==> src/rtl/serial_sub_pkg.sv <==
`default_nettype none
// ============================================================================
// Module      : serial_sub_pkg
// Description : Shared types and helpers for the bit-serial subtractor.
//               state_e    - controller states (IDLE, RUN, DONE)
//               cnt_width  - bit-counter width for a given operand width
// Revision    : 1.0 - initial release
// ============================================================================
package serial_sub_pkg;

    typedef enum logic [1:0] {
        IDLE = 2'd0,
        RUN  = 2'd1,
        DONE = 2'd2
    } state_e;

    // The counter only has to reach WIDTH-1. A 1-bit counter is kept even
    // for WIDTH=1 so that no zero-width vector is ever declared.
    function automatic int cnt_width(input int w);
        return (w > 1) ? $clog2(w) : 1;
    endfunction

endpackage
`default_nettype wire

==> src/rtl/full_subtractor.sv <==
`default_nettype none
// ============================================================================
// Module      : full_subtractor
// Description : One-bit full subtractor cell, purely combinational.
//               Computes a - b - bin.
// Ports       : a    - minuend bit
//               b    - subtrahend bit
//               bin  - incoming borrow
//               d    - difference bit
//               bout - outgoing borrow
// Revision    : 1.0 - initial release
// ============================================================================
module full_subtractor (
    input  logic a,
    input  logic b,
    input  logic bin,
    output logic d,
    output logic bout
);

    assign d    = a ^ b ^ bin;
    // Borrow when b exceeds a, or when the bits match and a borrow arrives.
    assign bout = (~a & b) | (~(a ^ b) & bin);

endmodule
`default_nettype wire

==> src/rtl/serial_subtractor.sv <==
`default_nettype none
// ============================================================================
// Module      : serial_subtractor
// Description : Bit-serial subtractor, LSB first, one bit per clock.
//               Computes diff = a - b - borrow_in (mod 2^WIDTH) and the
//               final unsigned borrow. Valid/ready handshake on both sides.
//               Optional: define SERIAL_SUB_OVF_EN to add the 'ovf' output
//               (signed two's-complement overflow, valid with out_valid).
// Parameters  : WIDTH      - operand/result width, 1..64
// Ports       : clk        - rising-edge clock
//               rst_n      - asynchronous active-low reset
//               in_valid   - operands presented
//               in_ready   - block can accept operands (IDLE only)
//               a, b       - minuend, subtrahend
//               borrow_in  - incoming borrow
//               out_valid  - result available (DONE only)
//               out_ready  - consumer accepts result
//               diff       - a - b - borrow_in, modulo 2^WIDTH
//               borrow_out - 1 when a < b + borrow_in (unsigned)
//               ovf        - signed overflow (SERIAL_SUB_OVF_EN only)
// Revision    : 1.0 - initial release
// ============================================================================
module serial_subtractor
    import serial_sub_pkg::*;
#(
    parameter int WIDTH = 8
) (
    input  logic             clk,
    input  logic             rst_n,
    input  logic             in_valid,
    output logic             in_ready,
    input  logic [WIDTH-1:0] a,
    input  logic [WIDTH-1:0] b,
    input  logic             borrow_in,
    output logic             out_valid,
    input  logic             out_ready,
    output logic [WIDTH-1:0] diff,
`ifdef SERIAL_SUB_OVF_EN
    output logic             ovf,
`endif
    output logic             borrow_out
);

    localparam int              c_CW   = cnt_width(WIDTH);
    localparam logic [c_CW-1:0] c_LAST = c_CW'(WIDTH - 1);

    state_e            r_state;
    state_e            w_state_next;
    logic              w_in_ready;
    logic              w_out_valid;
    logic              w_accept;
    logic              w_run;
    logic              w_last;

    logic [WIDTH-1:0]  r_a;
    logic [WIDTH-1:0]  r_b;
    logic [WIDTH-1:0]  r_diff;
    logic [WIDTH-1:0]  w_diff_next;
    logic              r_br;
    logic [c_CW-1:0]   r_cnt;
    logic              w_d;
    logic              w_bout;

    // ------------------------------------------------------------------
    // Controller
    // ------------------------------------------------------------------
    always_ff @(posedge clk or negedge rst_n) begin
        if (!rst_n) begin
            r_state <= IDLE;
        end else begin
            r_state <= w_state_next;
        end
    end

    always_comb begin
        w_state_next = r_state;
        w_in_ready   = 1'b0;
        w_out_valid  = 1'b0;
        case (r_state)
            IDLE: begin
                w_in_ready = 1'b1;
                if (in_valid) begin
                    w_state_next = RUN;
                end
            end
            RUN: begin
                if (r_cnt == c_LAST) begin
                    w_state_next = DONE;
                end
            end
            DONE: begin
                w_out_valid = 1'b1;
                if (out_ready) begin
                    w_state_next = IDLE;
                end
            end
            default: begin
                w_state_next = IDLE;
            end
        endcase
    end

    assign w_accept  = in_valid && w_in_ready;
    assign w_run     = (r_state == RUN);
    assign w_last    = (r_cnt == c_LAST);
    assign in_ready  = w_in_ready;
    assign out_valid = w_out_valid;

    // ------------------------------------------------------------------
    // Bit cell: always works on bit 0 of the operand shift registers
    // ------------------------------------------------------------------
    full_subtractor u_cell (
        .a    (r_a[0]),
        .b    (r_b[0]),
        .bin  (r_br),
        .d    (w_d),
        .bout (w_bout)
    );

    // Difference bits enter at the MSB and move down, so after WIDTH
    // shifts the first (LSB) result bit has reached position 0.
    generate
        if (WIDTH == 1) begin : g_diff_w1
            assign w_diff_next = w_d;
        end else begin : g_diff_wn
            assign w_diff_next = {w_d, r_diff[WIDTH-1:1]};
        end
    endgenerate

    // ------------------------------------------------------------------
    // Datapath registers
    // ------------------------------------------------------------------
    always_ff @(posedge clk or negedge rst_n) begin
        if (!rst_n) begin
            r_a    <= '0;
            r_b    <= '0;
            r_diff <= '0;
            r_br   <= 1'b0;
            r_cnt  <= '0;
        end else if (w_accept) begin
            r_a   <= a;
            r_b   <= b;
            r_br  <= borrow_in;
            r_cnt <= '0;
        end else if (w_run) begin
            r_a    <= r_a >> 1;
            r_b    <= r_b >> 1;
            r_diff <= w_diff_next;
            r_br   <= w_bout;
            // Hold on the last bit so the counter never wraps.
            if (!w_last) begin
                r_cnt <= r_cnt + c_CW'(1);
            end
        end
    end

    // The borrow flip-flop holds the final borrow once RUN completes.
    assign diff       = r_diff;
    assign borrow_out = r_br;

`ifdef SERIAL_SUB_OVF_EN
    logic r_ovf;

    // On the last bit, bit 0 of the shift registers is the operands' MSB.
    always_ff @(posedge clk or negedge rst_n) begin
        if (!rst_n) begin
            r_ovf <= 1'b0;
        end else if (w_accept) begin
            r_ovf <= 1'b0;
        end else if (w_run && w_last) begin
            r_ovf <= (r_a[0] ^ r_b[0]) & (w_d ^ r_a[0]);
        end
    end

    assign ovf = r_ovf;
`endif

endmodule
`default_nettype wire

==> config.mk <==
export PLATFORM = sky130hd
export DESIGN_NAME = serial_subtractor
export DESIGN_NICKNAME = d
export VERILOG_FILES = /design/src/rtl/serial_sub_pkg.sv /design/src/rtl/full_subtractor.sv /design/src/rtl/serial_subtractor.sv
export SDC_FILE = /design/constraint.sdc
export NUM_CORES = 1
export LEC_CHECK = 0
export BUFFER_PORTS_ARGS = -buffer_cell sky130_fd_sc_hd__buf_2
export CORE_UTILIZATION = 56
export DETAILED_ROUTE_END_ITERATION = 10
export GPL_ROUTABILITY_DRIVEN = 1
export GPL_TIMING_DRIVEN = 0
export PLACE_DENSITY = 0.82
export SETUP_SLACK_MARGIN = 0.15
export SLEW_MARGIN = 20
export SYNTH_ARGS = -nofsm -noshare
export SYNTH_HDL_FRONTEND = slang
export SYNTH_SLANG_ARGS = --single-unit
==> constraint.sdc <==
create_clock -name clk -period 2.2 [get_ports clk]
set_input_delay 0.11 -clock clk [delete_from_list [all_inputs] [get_ports clk]]
set_output_delay 0.11 -clock clk [all_outputs]
set_load 0.005 [all_outputs]
==> flow_summary_export.csv <==
group,metric,value,unit
global_route,gr-total-overflow,0,
logic_synthesis,synth_top_area_cell,"dfrtp_1",
setup_path,endpoint_kind,"primary output",
setup_path,r2r.worst_path.cells,5,
drt,drtAntennaViolNets,0,
logic_synthesis,netlist_area,1400,sq um
clock_tree,ctsLongestPathBuffers,2,
logic_synthesis,synthTopCellsByArea,"dfrtp_1 (53%), o22ai_1 (8.0%), nand2_1 (7.0%)",
sta,tightest_slew,0.653,ns
setup_path,reg2reg_setup_slack,0.85,ns
power,powerDensity,1410,nW/um^2
sta,fmax,626,MHz
setup_path,crit_end,"out_valid",
floorplanning,num_io_pins,32,
logic_synthesis,synth_area_per_cell,10.6,sq um
logic_synthesis,synth_top_area_share,0.535,
drt,viasPerCell,5.74,
sta,grt_setup_unrepaired,"false",
drt,num_vias,1159,
layout,nFillCells,172,
sta,setup_viol,0,
sta,fin_crit,1.60,ns
clock_tree,cts_tree,"yes",
layout,diodes,0,
sta,setup_tns,0,ns
clock_tree,cts_resized,0,
setup_path,worstPathRequired,2.09,ns
logic_synthesis,syn_nets,157,
drt,wire_per_inst,15.4,um
floorplanning,die_x,52.1,um
global_route,track_usage,0.263,
floorplanning,num_rows,17,
power,max-vdd-ir-drop,0.925,mV
placement,place_hpwl,2200,um
logic_synthesis,synth_warnings,0,
clock_tree,clkTransAtPathRegs,0.10,ns
setup_path,cp-startpoint,"r_state[1]",
clock_tree,cts-htree-levels,2,
drt,dr.pass1.iters,4,
sta,hold_viol,0,
logic_synthesis,synth_seq_cells,30,
sta,period_share,0.726,
logic_synthesis,synthCells,133,
min_path,hp-class,"input port to register",
setup_path,crit_fanout,10,
status,outcome,"completed",
drt,drt_iter0_markers,23,
placement,io_buffer_count,31,
clock_tree,insertion_delay,0.33,ns
placement,dpl_cell_area,1590,sq um
sta,report.final.slew_viol_count,0,
layout,final_nets,197,
setup_path,worstSetupPathType,"register to primary output",
setup_path,rr_startpoint,"r_cnt[0]",
placement,gp_congestion,0.802,
layout,layout-drive-gt1-share,0.305,
floorplanning,die_h,52.1,um
layout,stdcell_area,1670,sq um
sta,maxSlewHeadroom,0.565,
global_route,antenna_found_initial,0,
clock_tree,cts_made_buffers,5,
global_route,grt_pass1_wl,4910,um
setup_path,crit_path_start_kind,"register",
clock_tree,postCtsSetupBuffers,0,
power,p_leak,0.830,nW
clock_tree,cts_root_buffer,"clkbuf_4",
floorplanning,dieArea,2710,sq um
logic_synthesis,yosysSeqAreaShare,0.535,
drt,route.detailed.drc,0,
global_route,grt_max_degree,31,
drt,detail_route.wirelength,3100,um
layout,area_growth,19.3,%
layout,layout.cells.most_common_list,"buf_2 (34), dfrtp_1 (30), nand2_1 (26), o22ai_1 (18), a21oi_1 (8)",
global_route,grt_pass1_vias,1084,
floorplanning,core_area,2300,sq um
setup_path,r2r-end,"r_cnt[1]",
clock_tree,clock-sinks,30,
layout,layout_commonest_cell,"buf_2",
sta,fin_worst_skew,0.0111,ns
logic_synthesis,synthDistinctLibCells,27,
flow_run,drv_cap,0,
floorplanning,start_util,0.611,
setup_path,arrival,1.49,ns
-- worst min path at each step --
stage,start,to,cells after the start,slack (ns)
6_report,b[7],r_b[7],3,0.005
5_1_grt,b[7],r_b[7],3,0.02
4_1_cts,b[7],r_b[7],3,0.0003
3_5_place_dp,rst_n,diff[2],1,0.17
3_3_place_gp,rst_n,diff[4],1,0.17
2_1_floorplan,rst_n,borrow_out,0,-0.19
-- kinds of logic after synthesis --
kind of cell,count (synthesis),synth area share
AO/OA/AOI/OAI,45,0.229
adder cells (fa/ha/maj),3,0.0321
buffers and inverters,16,0.0722
flip-flops,30,0.535
AND/OR/NAND/NOR,39,0.132
-- state kept, by name (all words and copies together), names as in the netlist --
register / count
diff: 8
r_a: 8
r_b: 8
r_cnt: 3
r_state: 2
borrow_out: 1
-- critical path: stages (launching register included) --
cell and delay (ns):
dfrtp_1 0.40, buf_6 0.15, inv_1 0.16, buf_2 0.27, nor2_1 0.06, buf_2 0.12
-- through the flow --
step	total power, mW	std cells	utilization	hold slack, ns	setup WS (ns)
after floorplan	1.70	133	-	-0.186	0.982
after global placement	1.93	192	0.694	0.169	0.916
after detailed placement	2.02	192	0.694	0.173	0.859
after CTS	2.36	202	0.729	0.000331	0.602
after global routing	2.54	202	0.729	0.0165	0.505
final	2.35	202	0.729	0.00499	0.602
-- report_power, final --
group	internal, mW	leakage [nW]	switching, mW
combinational	0.500	0.431	0.518
clock	0.155	0.0353	0.183
sequential	0.809	0.364	0.189
total	1.46	0.830	0.889
-- timing repair --
| action | in CTS | in global routing |
|---|---|---|
| hold buffers | 2 | 0 |
| endpoints found under the hold margin | 31 | 0 |
| setup endpoints to repair | 0 | 0 |
-- layer usage --
metal  GRT usage  wire (um)
met2       0.438       1630
met4       0.126         53
met5           0          0
met3      0.0614        122
met1       0.319       1300
-- cell type report --
class                           count  area (sq um)  area share
Inverter                            7          26.3      0.0157
Sequential cell                    30           751       0.448
Clock inverter                      1          5.00     0.00299
Multi-Input combinational cell     87           552       0.330
Tap cell                           28          35.0      0.0209
Clock buffer                        7          55.1      0.0329
Buffer                              9          75.1      0.0448
Timing Repair Buffer               33           175       0.105
-- synth_stat cells, drive strengths merged --
cell and n:
o21ai 1, o22ai 18, o2bb2ai 3, a2bb2oi 6
inv 7, fa 1, nand2 26, ha 2
o32ai 2, dfrtp 30, a22oi 2, o221a 2
buf 9, or2 1, a21oi 8, o31ai 2
nor2b 1, nor2 5, nand2b 3, nand3b 2
a221oi 1, nor3 1
No activity file was read; power rests on OpenSTA's default activity.
